===== src/rtl/soc_pkg.sv =====
// -----------------------------------------------------------------------------
// soc_pkg: shared types and constants for the instruction fetch slice.
//   fetch_state_e : fetch FSM encoding (RUN / STOPPED)
//   NOP_INSTR     : default word substituted for a faulting fetch
//   FQ_ENTRY_W    : width of one fetch queue entry {fault, pc, instr}
//   fq_entry_t    : packed view of a fetch queue entry
// CODEMEM_SIZE gives a default code memory size when the build does not set it.
// -----------------------------------------------------------------------------
`ifndef CODEMEM_SIZE
`define CODEMEM_SIZE 32'd1024
`endif

package soc_pkg;

  typedef enum logic {
    ST_RUN     = 1'b0,
    ST_STOPPED = 1'b1
  } fetch_state_e;

  localparam logic [31:0] NOP_INSTR = 32'h0000_0013;

  localparam int unsigned FQ_ENTRY_W = 65;

  typedef struct packed {
    logic        fault;
    logic [31:0] pc;
    logic [31:0] instr;
  } fq_entry_t;

endpackage


===== src/rtl/soc_fetch_queue.sv =====
// -----------------------------------------------------------------------------
// soc_fetch_queue: generic 2-entry synchronous FIFO.
//   clk, rst_n : clock, synchronous active-low reset (entries cleared to 0)
//   flush      : empties the queue (pointers and count to 0), wins over rd/wr
//   wr_en      : enqueue wr_data; accepted when not full, or full with a read
//   wr_data    : entry to enqueue
//   rd_en      : dequeue the head; ignored when empty
//   rd_data    : current head entry (registered storage, no bypass)
//   count      : number of valid entries, 0..2
//   full/empty : count==2 / count==0
// -----------------------------------------------------------------------------
module soc_fetch_queue
  import soc_pkg::*;
#(
  parameter int unsigned W = FQ_ENTRY_W
) (
  input  logic         clk,
  input  logic         rst_n,
  input  logic         flush,
  input  logic         wr_en,
  input  logic [W-1:0] wr_data,
  input  logic         rd_en,
  output logic [W-1:0] rd_data,
  output logic [1:0]   count,
  output logic         full,
  output logic         empty
);

  logic [W-1:0] mem_q [2];
  logic         rd_ptr_q, rd_ptr_d;
  logic         wr_ptr_q, wr_ptr_d;
  logic [1:0]   count_q, count_d;
  logic         do_rd, do_wr;

  assign empty   = (count_q == 2'd0);
  assign full    = (count_q == 2'd2);
  assign count   = count_q;
  assign rd_data = mem_q[rd_ptr_q];

  // A write into a full queue is legal when the head leaves the same cycle:
  // the slot being written is the one being read out.
  assign do_rd = rd_en && !empty;
  assign do_wr = wr_en && (!full || do_rd);

  // NOTE: every variable driven here gets a default first, so no path leaves
  // it unassigned and no latch is inferred.
  always_comb begin
    rd_ptr_d = rd_ptr_q;
    wr_ptr_d = wr_ptr_q;
    count_d  = count_q;
    if (flush) begin
      rd_ptr_d = 1'b0;
      wr_ptr_d = 1'b0;
      count_d  = 2'd0;
    end else begin
      if (do_rd) rd_ptr_d = ~rd_ptr_q;
      if (do_wr) wr_ptr_d = ~wr_ptr_q;
      case ({do_wr, do_rd})
        2'b10:   count_d = count_q + 2'd1;
        2'b01:   count_d = count_q - 2'd1;
        default: count_d = count_q;
      endcase
    end
  end

  // NOTE: state is updated with non-blocking assignments so every register
  // samples the pre-edge values, independent of statement order.
  always_ff @(posedge clk) begin
    if (!rst_n) begin
      rd_ptr_q <= 1'b0;
      wr_ptr_q <= 1'b0;
      count_q  <= 2'd0;
    end else begin
      rd_ptr_q <= rd_ptr_d;
      wr_ptr_q <= wr_ptr_d;
      count_q  <= count_d;
    end
  end

  // NOTE: the storage is reset on purpose: with only two entries it is cheap,
  // and it makes the head read back as all-zero straight out of reset.
  always_ff @(posedge clk) begin
    if (!rst_n) begin
      mem_q[0] <= '0;
      mem_q[1] <= '0;
    end else if (do_wr && !flush) begin
      mem_q[wr_ptr_q] <= wr_data;
    end
  end

endmodule


===== src/rtl/soc_ifetch.sv =====
// -----------------------------------------------------------------------------
// soc_ifetch: instruction fetch stage in front of a combinational code memory
// read port. Owns the PC, enqueues fetched words into a 2-entry queue that
// feeds decode over valid/ready, and handles redirect, halt and fetch faults.
//   clk, rst_n     : clock, synchronous active-low reset
//   imem_addr      : fetch byte address (forced to 0 while the PC is bad)
//   imem_rdata     : word returned for imem_addr in the same cycle
//   redirect_valid : execute replaces the PC and flushes the queue
//   redirect_pc    : new PC
//   halt           : level, suppresses new fetches while high
//   dec_valid/ready: handshake towards decode
//   dec_instr/pc/fault : head entry of the queue
//   fetch_cnt      : number of non-fault enqueues, wraps at 2^32
// -----------------------------------------------------------------------------
`ifndef CODEMEM_SIZE
`define CODEMEM_SIZE 32'd1024
`endif

module soc_ifetch
  import soc_pkg::fetch_state_e;
  import soc_pkg::ST_RUN;
  import soc_pkg::ST_STOPPED;
  import soc_pkg::fq_entry_t;
  import soc_pkg::FQ_ENTRY_W;
#(
  parameter logic [31:0] RESET_PC  = 32'h0000_0000,
  parameter logic [31:0] MEM_SIZE  = `CODEMEM_SIZE,
  parameter logic [31:0] NOP_INSTR = soc_pkg::NOP_INSTR
) (
  input  logic        clk,
  input  logic        rst_n,
  output logic [31:0] imem_addr,
  input  logic [31:0] imem_rdata,
  input  logic        redirect_valid,
  input  logic [31:0] redirect_pc,
  input  logic        halt,
  output logic        dec_valid,
  input  logic        dec_ready,
  output logic [31:0] dec_instr,
  output logic [31:0] dec_pc,
  output logic        dec_fault,
  output logic [31:0] fetch_cnt
);

  fetch_state_e state_q, state_d;
  logic [31:0]  pc_q, pc_d;
  logic [31:0]  fetch_cnt_q, fetch_cnt_d;

  logic         bad;
  logic         deq;
  logic         fetch_en;
  fq_entry_t    enq_entry;
  fq_entry_t    head_entry;
  logic [1:0]   q_count;
  logic         q_full;
  logic         q_empty;

  // A PC is unfetchable when misaligned or when the word would run past the
  // end of code memory; the address is then parked at 0 to keep the memory
  // index in range.
  assign bad       = (pc_q[1:0] != 2'b00) || (pc_q > (MEM_SIZE - 32'd4));
  assign imem_addr = bad ? 32'd0 : pc_q;

  // Valid comes from queue registers only; no combinational path from
  // redirect or ready.
  assign dec_valid = (q_count != 2'd0);
  assign deq       = !q_empty && dec_ready;

  assign dec_instr = head_entry.instr;
  assign dec_pc    = head_entry.pc;
  assign dec_fault = head_entry.fault;
  assign fetch_cnt = fetch_cnt_q;

  // ---------------- FSM: state register ----------------
  always_ff @(posedge clk) begin
    if (!rst_n) state_q <= ST_RUN;
    else        state_q <= state_d;
  end

  // ---------------- FSM: next state ----------------
  always_comb begin
    state_d = state_q;
    case (state_q)
      ST_RUN:     if (fetch_en && bad) state_d = ST_STOPPED;
      ST_STOPPED: state_d = ST_STOPPED;
    endcase
    // Redirect is the only way out of STOPPED and overrides everything.
    if (redirect_valid) state_d = ST_RUN;
  end

  // ---------------- FSM: outputs ----------------
  always_comb begin
    fetch_en = 1'b0;
    case (state_q)
      ST_RUN:     fetch_en = !halt && !redirect_valid && (!q_full || deq);
      ST_STOPPED: fetch_en = 1'b0;
    endcase
  end

  // Entry written on a fetch: a faulting PC carries the NOP and the fault flag.
  always_comb begin
    enq_entry.fault = bad;
    enq_entry.pc    = pc_q;
    enq_entry.instr = bad ? NOP_INSTR : imem_rdata;
  end

  // ---------------- PC and fetch counter ----------------
  always_comb begin
    pc_d        = pc_q;
    fetch_cnt_d = fetch_cnt_q;
    if (redirect_valid) begin
      pc_d = redirect_pc;
    end else if (fetch_en && !bad) begin
      pc_d        = pc_q + 32'd4;
      fetch_cnt_d = fetch_cnt_q + 32'd1;
    end
    // A faulting fetch leaves the PC where it is, pointing at the bad address.
  end

  always_ff @(posedge clk) begin
    if (!rst_n) begin
      pc_q        <= RESET_PC;
      fetch_cnt_q <= 32'd0;
    end else begin
      pc_q        <= pc_d;
      fetch_cnt_q <= fetch_cnt_d;
    end
  end

  // ---------------- instruction queue ----------------
  // Any dequeue coinciding with a redirect is simply lost in the flush; the
  // execute stage squashes that instruction.
  soc_fetch_queue #(
    .W (FQ_ENTRY_W)
  ) u_queue (
    .clk     (clk),
    .rst_n   (rst_n),
    .flush   (redirect_valid),
    .wr_en   (fetch_en),
    .wr_data (enq_entry),
    .rd_en   (dec_ready),
    .rd_data (head_entry),
    .count   (q_count),
    .full    (q_full),
    .empty   (q_empty)
  );

endmodule


===== config.mk =====
export PLATFORM = sky130hd
export DESIGN_NAME = soc_ifetch
export DESIGN_NICKNAME = d
export VERILOG_FILES = /design/src/rtl/soc_pkg.sv /design/src/rtl/soc_fetch_queue.sv /design/src/rtl/soc_ifetch.sv
export SDC_FILE = /design/constraint.sdc
export NUM_CORES = 1
export LEC_CHECK = 0
export CORE_MARGIN = 5
export CORE_UTILIZATION = 39
export DETAILED_ROUTE_END_ITERATION = 8
export HOLD_SLACK_MARGIN = 0.06
export PLACE_DENSITY_LB_ADDON = 0.1
export SETUP_SLACK_MARGIN = 0.02
export SLEW_MARGIN = 20
export SYNTH_ARGS = -nofsm -noshare
export SYNTH_HDL_FRONTEND = slang
export SYNTH_HIERARCHICAL = 1
export SYNTH_SLANG_ARGS = --single-unit

===== constraint.sdc =====
create_clock -name clk -period 11.8 [get_ports clk]
set_clock_uncertainty 0.05 [all_clocks]
set_input_delay 2.36 -clock clk [delete_from_list [all_inputs] [get_ports clk]]
set_output_delay 2.36 -clock clk [all_outputs]
set_load 0.01 [all_outputs]

==> results.toml <==
[outcome]
status = "completed"

[clock_tree]
postCtsHoldBufs = 0
cts_root_buf = "clkbuf_16"
clk_pin_slew_ps = 70
cts_buffers = 17
ctsResizeCount = 0
post_cts_buffers = 0
cts_max_path_buffers = 2
cts.sink_count = 200
htree_levels = 4
worstSkewPairLatency_ps = 430
cts_tree = "yes"

[power]
comb_power_share_pct = 8.6
leakage_nw = 4.392
cellPowerDensity_nw_per_um2 = 125.4
p_int_mw = 1.128
power_frac_clock_pct = 38.3
switching_share_pct = 23.50
p_switching_uw = 346.6
ir_drop_mv = 0.07643
p_total_mw = 1.475
seqPwrFrac_pct = 53.1

[yosys]
syn-cell-area_um2 = 9334
ys_types = 50
yosysWarningCount = 6
yosysTopAreaCell = "edfxtp_1"
synthFlopType = "edfxtp_1"
synth-seq-area-share_pct = 56.84
synth-seq-cells = 200
synth_top_area_share_pct = 41.82
synth_edf_count = 130
synth_area_leaders = "edfxtp_1 42%, dfxtp_1 15%, and2_1 8.8%, mux2_2 7.8%, mux2i_1 3.0%"
netlist_instances = 793
synthArstFlopShare_pct = 0
synth.avg_cell_area_um2 = 11.77

[floorplan]
num_rows = 56
die_area_um2 = 27130
coreArea_um2 = 23540
num_io_pins = 199
start_util_pct = 39.65
die_w_um = 164.7
die_h_um = 164.7

[sta]
whs_ps = 452.4
finalCritPeriodShare_pct = 47.15
hold_viol = 0
tns_ps = 0
setup_viol = 0
grt_setup_unrepaired = "false"
fin_ws_ps = 6237
tightest_slew_ps = 1028
fmax_mhz = 179.7
slew_viol_final = 0
slew_headroom_pct = 31.45
timing.final.crit_period_ps = 5563

[grt]
grt_pass1_vias = 6322
overflow = 0
grt.total_usage_pct = 16.85
antenna_found_initial = 1
grt_first_pass_wirelength_mm = 35.22
grt_max_degree = 68

[place]
placed_area_um2 = 11190
hpwl_mm = 14.25
io_buffers = 174
dp_slack_ps = 5713
gp_congestion = 0.7516
dp.cells = 1242

[setup_path]
critical_path_class = "input pin to register"
arrival_ps = 5560
critical_path_buf_inv_count = 3
crit_family = "simple AND/OR/NAND/NOR gates"
cpMaxStageDelayCell = "nand2b_4"
worstPathRequired_ps = 11800
cp-end-kind = "register"
startpoint_type = "input pin"
cpPeakStageDelay_ps = 890
path_cells = "buf_2 > or3_4 > a21o_1 > inv_1 > nor4b_4 > buf_4 > nand2b_4"
path_max_fanout = 67

[routing]
finalWirelength_mm = 22.48
dr.pass1.iters = 4
drc = 0
vias = 6226
drtIter0Drc = 369
antenna_left = 0
wl_per_cell_um = 17.64
viasPerCell = 4.887

[final_layout]
final-instance-count-excl-fill = 1274
design_area_um2 = 11760
synthToLayoutAreaGrowth_pct = 26.01
diodes = 0
fill_cells = 2171
nets = 1013
drive_gt1_share_pct = 12.36
final_core_util_pct = 49.96

[worst_hold_path]
hp-class = "register to register"

[run]
cap_violations = 0
-- layer usage --
metal / GRT usage (%) / routed length [um] / vias up
li1: - / - / 3095
met1: 22.28 / 10020 / 2967
met2: 28.05 / 10920 / 149
met3: 4.692 / 1382 / 13
met4: 3.176 / 131 / 2
met5: 0 / 20 / -
-- placed cells by master, fill, tap and decap left out, types with 8 or more instances in the layout --
cell	netlist	layout
nor2_1	43	43
nand3_1	11	11
nor4_1	13	13
edfxtp_1	130	130
nand4_1	13	13
xnor2_1	10	10
clkdlybuf4s50_1	0	173
dfxtp_1	70	69
conb_1	1	24
and4_1	9	8
a21oi_1	33	33
and3_1	42	42
or3_1	18	18
mux2_2	65	65
and2_1	131	130
o21ai_0	26	26
mux2i_1	28	28
nand2_1	24	24
clkbuf_16	0	17
-- tightest hold or removal path: cells and delay by family (launching register included) --
| kind | cells | cell delay [ps] |
|---|---|---|
| AO/OA/AOI/OAI | 2 | 130 |
| flip-flops | 1 | 330 |
-- cell usage after synthesis, types with 7 or more instances --
cell / number
a21oi_1: 33
xnor2_1: 10
clkbuf_1: 29
nand4_1: 13
nand2b_1: 7
and3_1: 42
dfxtp_1: 70
buf_4: 24
nand2_1: 24
and4_1: 9
nand3_1: 11
mux2i_1: 28
edfxtp_1: 130
or3_1: 18
mux2_2: 65
and2_1: 131
nor2_1: 43
nor4_1: 13
o21ai_0: 26
-- registers in the layout, summed over array words and instances (netlist names), named ones only --
| register | flops |
|---|---|
| u_queue/mem_q | 130 |
| fetch_cnt | 32 |
| pc_q | 32 |
| u_queue/count | 2 |
| state_q | 1 |
| u_queue/rd_ptr_q | 1 |
| u_queue/wr_ptr_q | 1 |
-- cells by family after synthesis --
group / Yosys count / synth area share [%]
AO/OA/AOI/OAI: 73 / 4.517
XOR/XNOR: 15 / 1.407
adder cells (fa/ha/maj): 2 / 0.2681
buffers and inverters: 77 / 4.691
flip-flops: 200 / 56.84
multiplexers: 93 / 10.84
other: 1 / 0.04018
AND/OR/NAND/NOR: 332 / 21.39
-- worst paths after layout --
path         slack (ps)  depth (start not counted)        startpoint              endpoint
max reg2reg        8260                          7  u_queue/count[1]  u_queue/mem_q[0][61]
max                6240                          7    redirect_valid  u_queue/mem_q[0][61]
min                 450                          2     fetch_cnt[27]         fetch_cnt[27]
min reg2reg         450                          2     fetch_cnt[27]         fetch_cnt[27]
-- power by group through the flow --
stage | logic (mW) | clock network (mW) | registers [mW]
final | 0.127 | 0.565 | 0.783
after global routing | 0.139 | 0.610 | 0.787
after CTS | 0.130 | 0.581 | 0.783
after detailed placement | 0.129 | 0 | 0.799
after global placement | 0.129 | 0 | 0.798
after floorplan | 0.0706 | 0 | 0.794
-- layout make-up --
| cell class | instances | area (um^2) | area share, % |
|---|---|---|---|
| Sequential cell | 200 | 5309 | 45.14 |
| Multi-Input combinational cell | 539 | 3701 | 31.47 |
| Timing Repair Buffer | 177 | 1759 | 14.96 |
| Clock buffer | 19 | 432.9 | 3.681 |
| Tap cell | 319 | 399.1 | 3.394 |
| Clock inverter | 13 | 133.9 | 1.138 |
| Inverter | 7 | 26.28 | 0.2234 |
Power figures use the tool's default switching activity.
==> variant: new RTL, same settings <==
Register the output `fetch_cnt` once more, cleared by the reset; this adds one clock of latency there. The other outputs are not delayed to match.
--- a/src/rtl/soc_ifetch.sv
+++ b/src/rtl/soc_ifetch.sv
@@ -70,5 +70,11 @@
   assign dec_pc    = head_entry.pc;
   assign dec_fault = head_entry.fault;
-  assign fetch_cnt = fetch_cnt_q;
+  always_ff @(posedge clk) begin
+    if (!rst_n) begin
+      fetch_cnt <= '0;
+    end else begin
+      fetch_cnt <= fetch_cnt_q;
+    end
+  end
 
   // ---------------- FSM: state register ----------------
Behaviour: not the same (Yosys sat finds a counterexample within 4 cycles, from zero or initial values and one cycle with rst_n low).
==> variant against the original RTL <==
  * Total power is 19% higher
  * Setup slack better by 0.18 ns
  * Area after synthesis is 8.7% higher
  * Sequential cell count is 32 higher
  * First-iteration DRC count is 44% lower
  * Clock power is 30% higher
  * Final area is 9.1% higher
  * Routed wire length is 0.78% higher
  * Combinational power is 4% lower
  * Critical endpoint is now u_queue/mem_q[0][18]$_SDFFCE_PN0P_
  * Largest cell class unchanged
==> variant: results (changes against the original RTL) <==
[grt]
use_met1_pct=18.8  ; -3.4 points
first_global_vias=6500  ; +2.8%
grt_usage_pct=15.0  ; -1.9 points
grtUsageMet2_pct=25.7  ; -2.4 points
antenna_found_initial=0  ; -1
grt_first_pass_wirelength_mm=35.0  ; -0.55%

[finish]
nets=1075  ; +6.1%
fill_cells=2354  ; +8.4%
cell_count_final_fillers_out=1357  ; +6.5%
drive_gt1_share_pct=13.3  ; +0.95 points
syn_to_final_growth_pct=26.5

[clock_tree]
ctsHtreeMaxLevel=1  ; -3
clock_latency_ns=0.52  ; +0.09 ns
clockBufferDepth=3  ; +1
tritoncts.num_buffers=25  ; +8

[place]
postPlaceCellArea_um2=12000  ; +7.6%
place.detailed.hpwl_mm=14.4  ; +1.3%
gpl.final_weighted_congestion=0.740  ; -1.5%
dp_cells=1312  ; +5.6%
count_of_buffers_from_port_buffering=174  ; unchanged
detailedPlace.worstSlack_ns=5.84  ; +0.125 ns

[setup_path]
r2r_start=u_queue/count[0]$_SDFFE_PP0P_
setup.worst_path.start=dec_ready
setup.worst_path.end=u_queue/mem_q[0][18]$_SDFFCE_PN0P_
worstPathMaxFanout=67  ; unchanged
worstPathArrival_ns=5.38  ; -0.18 ns
critical_path.max_stage_delay_ns=0.68  ; -0.21 ns
r2r_slack_ns=8.29  ; +0.03 ns

[routing]
via_count=6371  ; +2.3%
routed_wl_mm=22.7  ; +0.78%
detailedRoute.firstIterationViolations=206  ; -44%
firstDrtPassIters=4  ; unchanged

[synth]
synthesis.area_per_instance_um2=12.1  ; +2.6%
synth_cell_types=60  ; +20%
synth.top_cells.by_area=sky130_fd_sc_hd__edfxtp_1 (38%), sky130_fd_sc_hd__dfxtp_1 (20%), sky130_fd_sc_hd__and2_1 (12%)
yosysSeqAreaShare_pct=58.6  ; +1.8 points

[min_path]
worstHoldEndpoint=fetch_cnt[27]$_SDFF_PN0_
hold_path_startpoint=fetch_cnt_q[27]$_SDFFE_PN0P_

[power]
p_per_area_nw_per_um2=136  ; +8.7%
power.combinational.fraction_pct=7.0  ; -1.6 points
power.clock.fraction_pct=42.1  ; +3.8 points
internal_power_w=0.00137  ; +22%
leakage_nw=4.84  ; +10%
power.ir.vdd_worst_uv=84.5  ; +11%

[sta]
worst_pin_slew_ns=0.986  ; -0.0421 ns
hold-worst-slack_ns=0.436  ; -0.0165 ns
maximum_clock_rate_ghz=0.186  ; +3.3%

[run_status]
outcome=finished clean

variant: routing by layer:
metal / share of wire [%] / routed length (um) / up-vias
met2: 48 / 10800 / 134
met1: 43 / 9810 / 3011
met3: 7.5 / 1700 / 24
li1: - / - / 3202
met5: 0 / 0 / -
met4: 1.4 / 321 / 0
variant: critical path: cells and delay by family:
family / cells / cell delay (ns)
buf+inv: 3 / 1.14
compound gates: 1 / 0.65
simple gates: 3 / 1.17
variant: logic make-up after synthesis:
| kind of cell | synth area share [%] |
|---|---|
| adder cells (fa/ha/maj) | 0.247 |
| AND/OR/NAND/NOR | 20.9 |
| buffers and inverters | 4.79 |
| XOR/XNOR | 1.30 |
| multiplexers | 11.4 |
| flip-flops | 58.6 |
| other | 0.0370 |
| AO/OA/AOI/OAI | 2.73 |
variant: final cells by class:
cell class | instances | area share [%]
repair buffers | 181 | 13.9
inverters | 18 | 0.527
clock inverters | 8 | 0.371
flip-flops and latches | 232 | 46.4
well taps | 335 | 3.27
multi-input cells | 546 | 29.8
clock buffers | 37 | 5.73
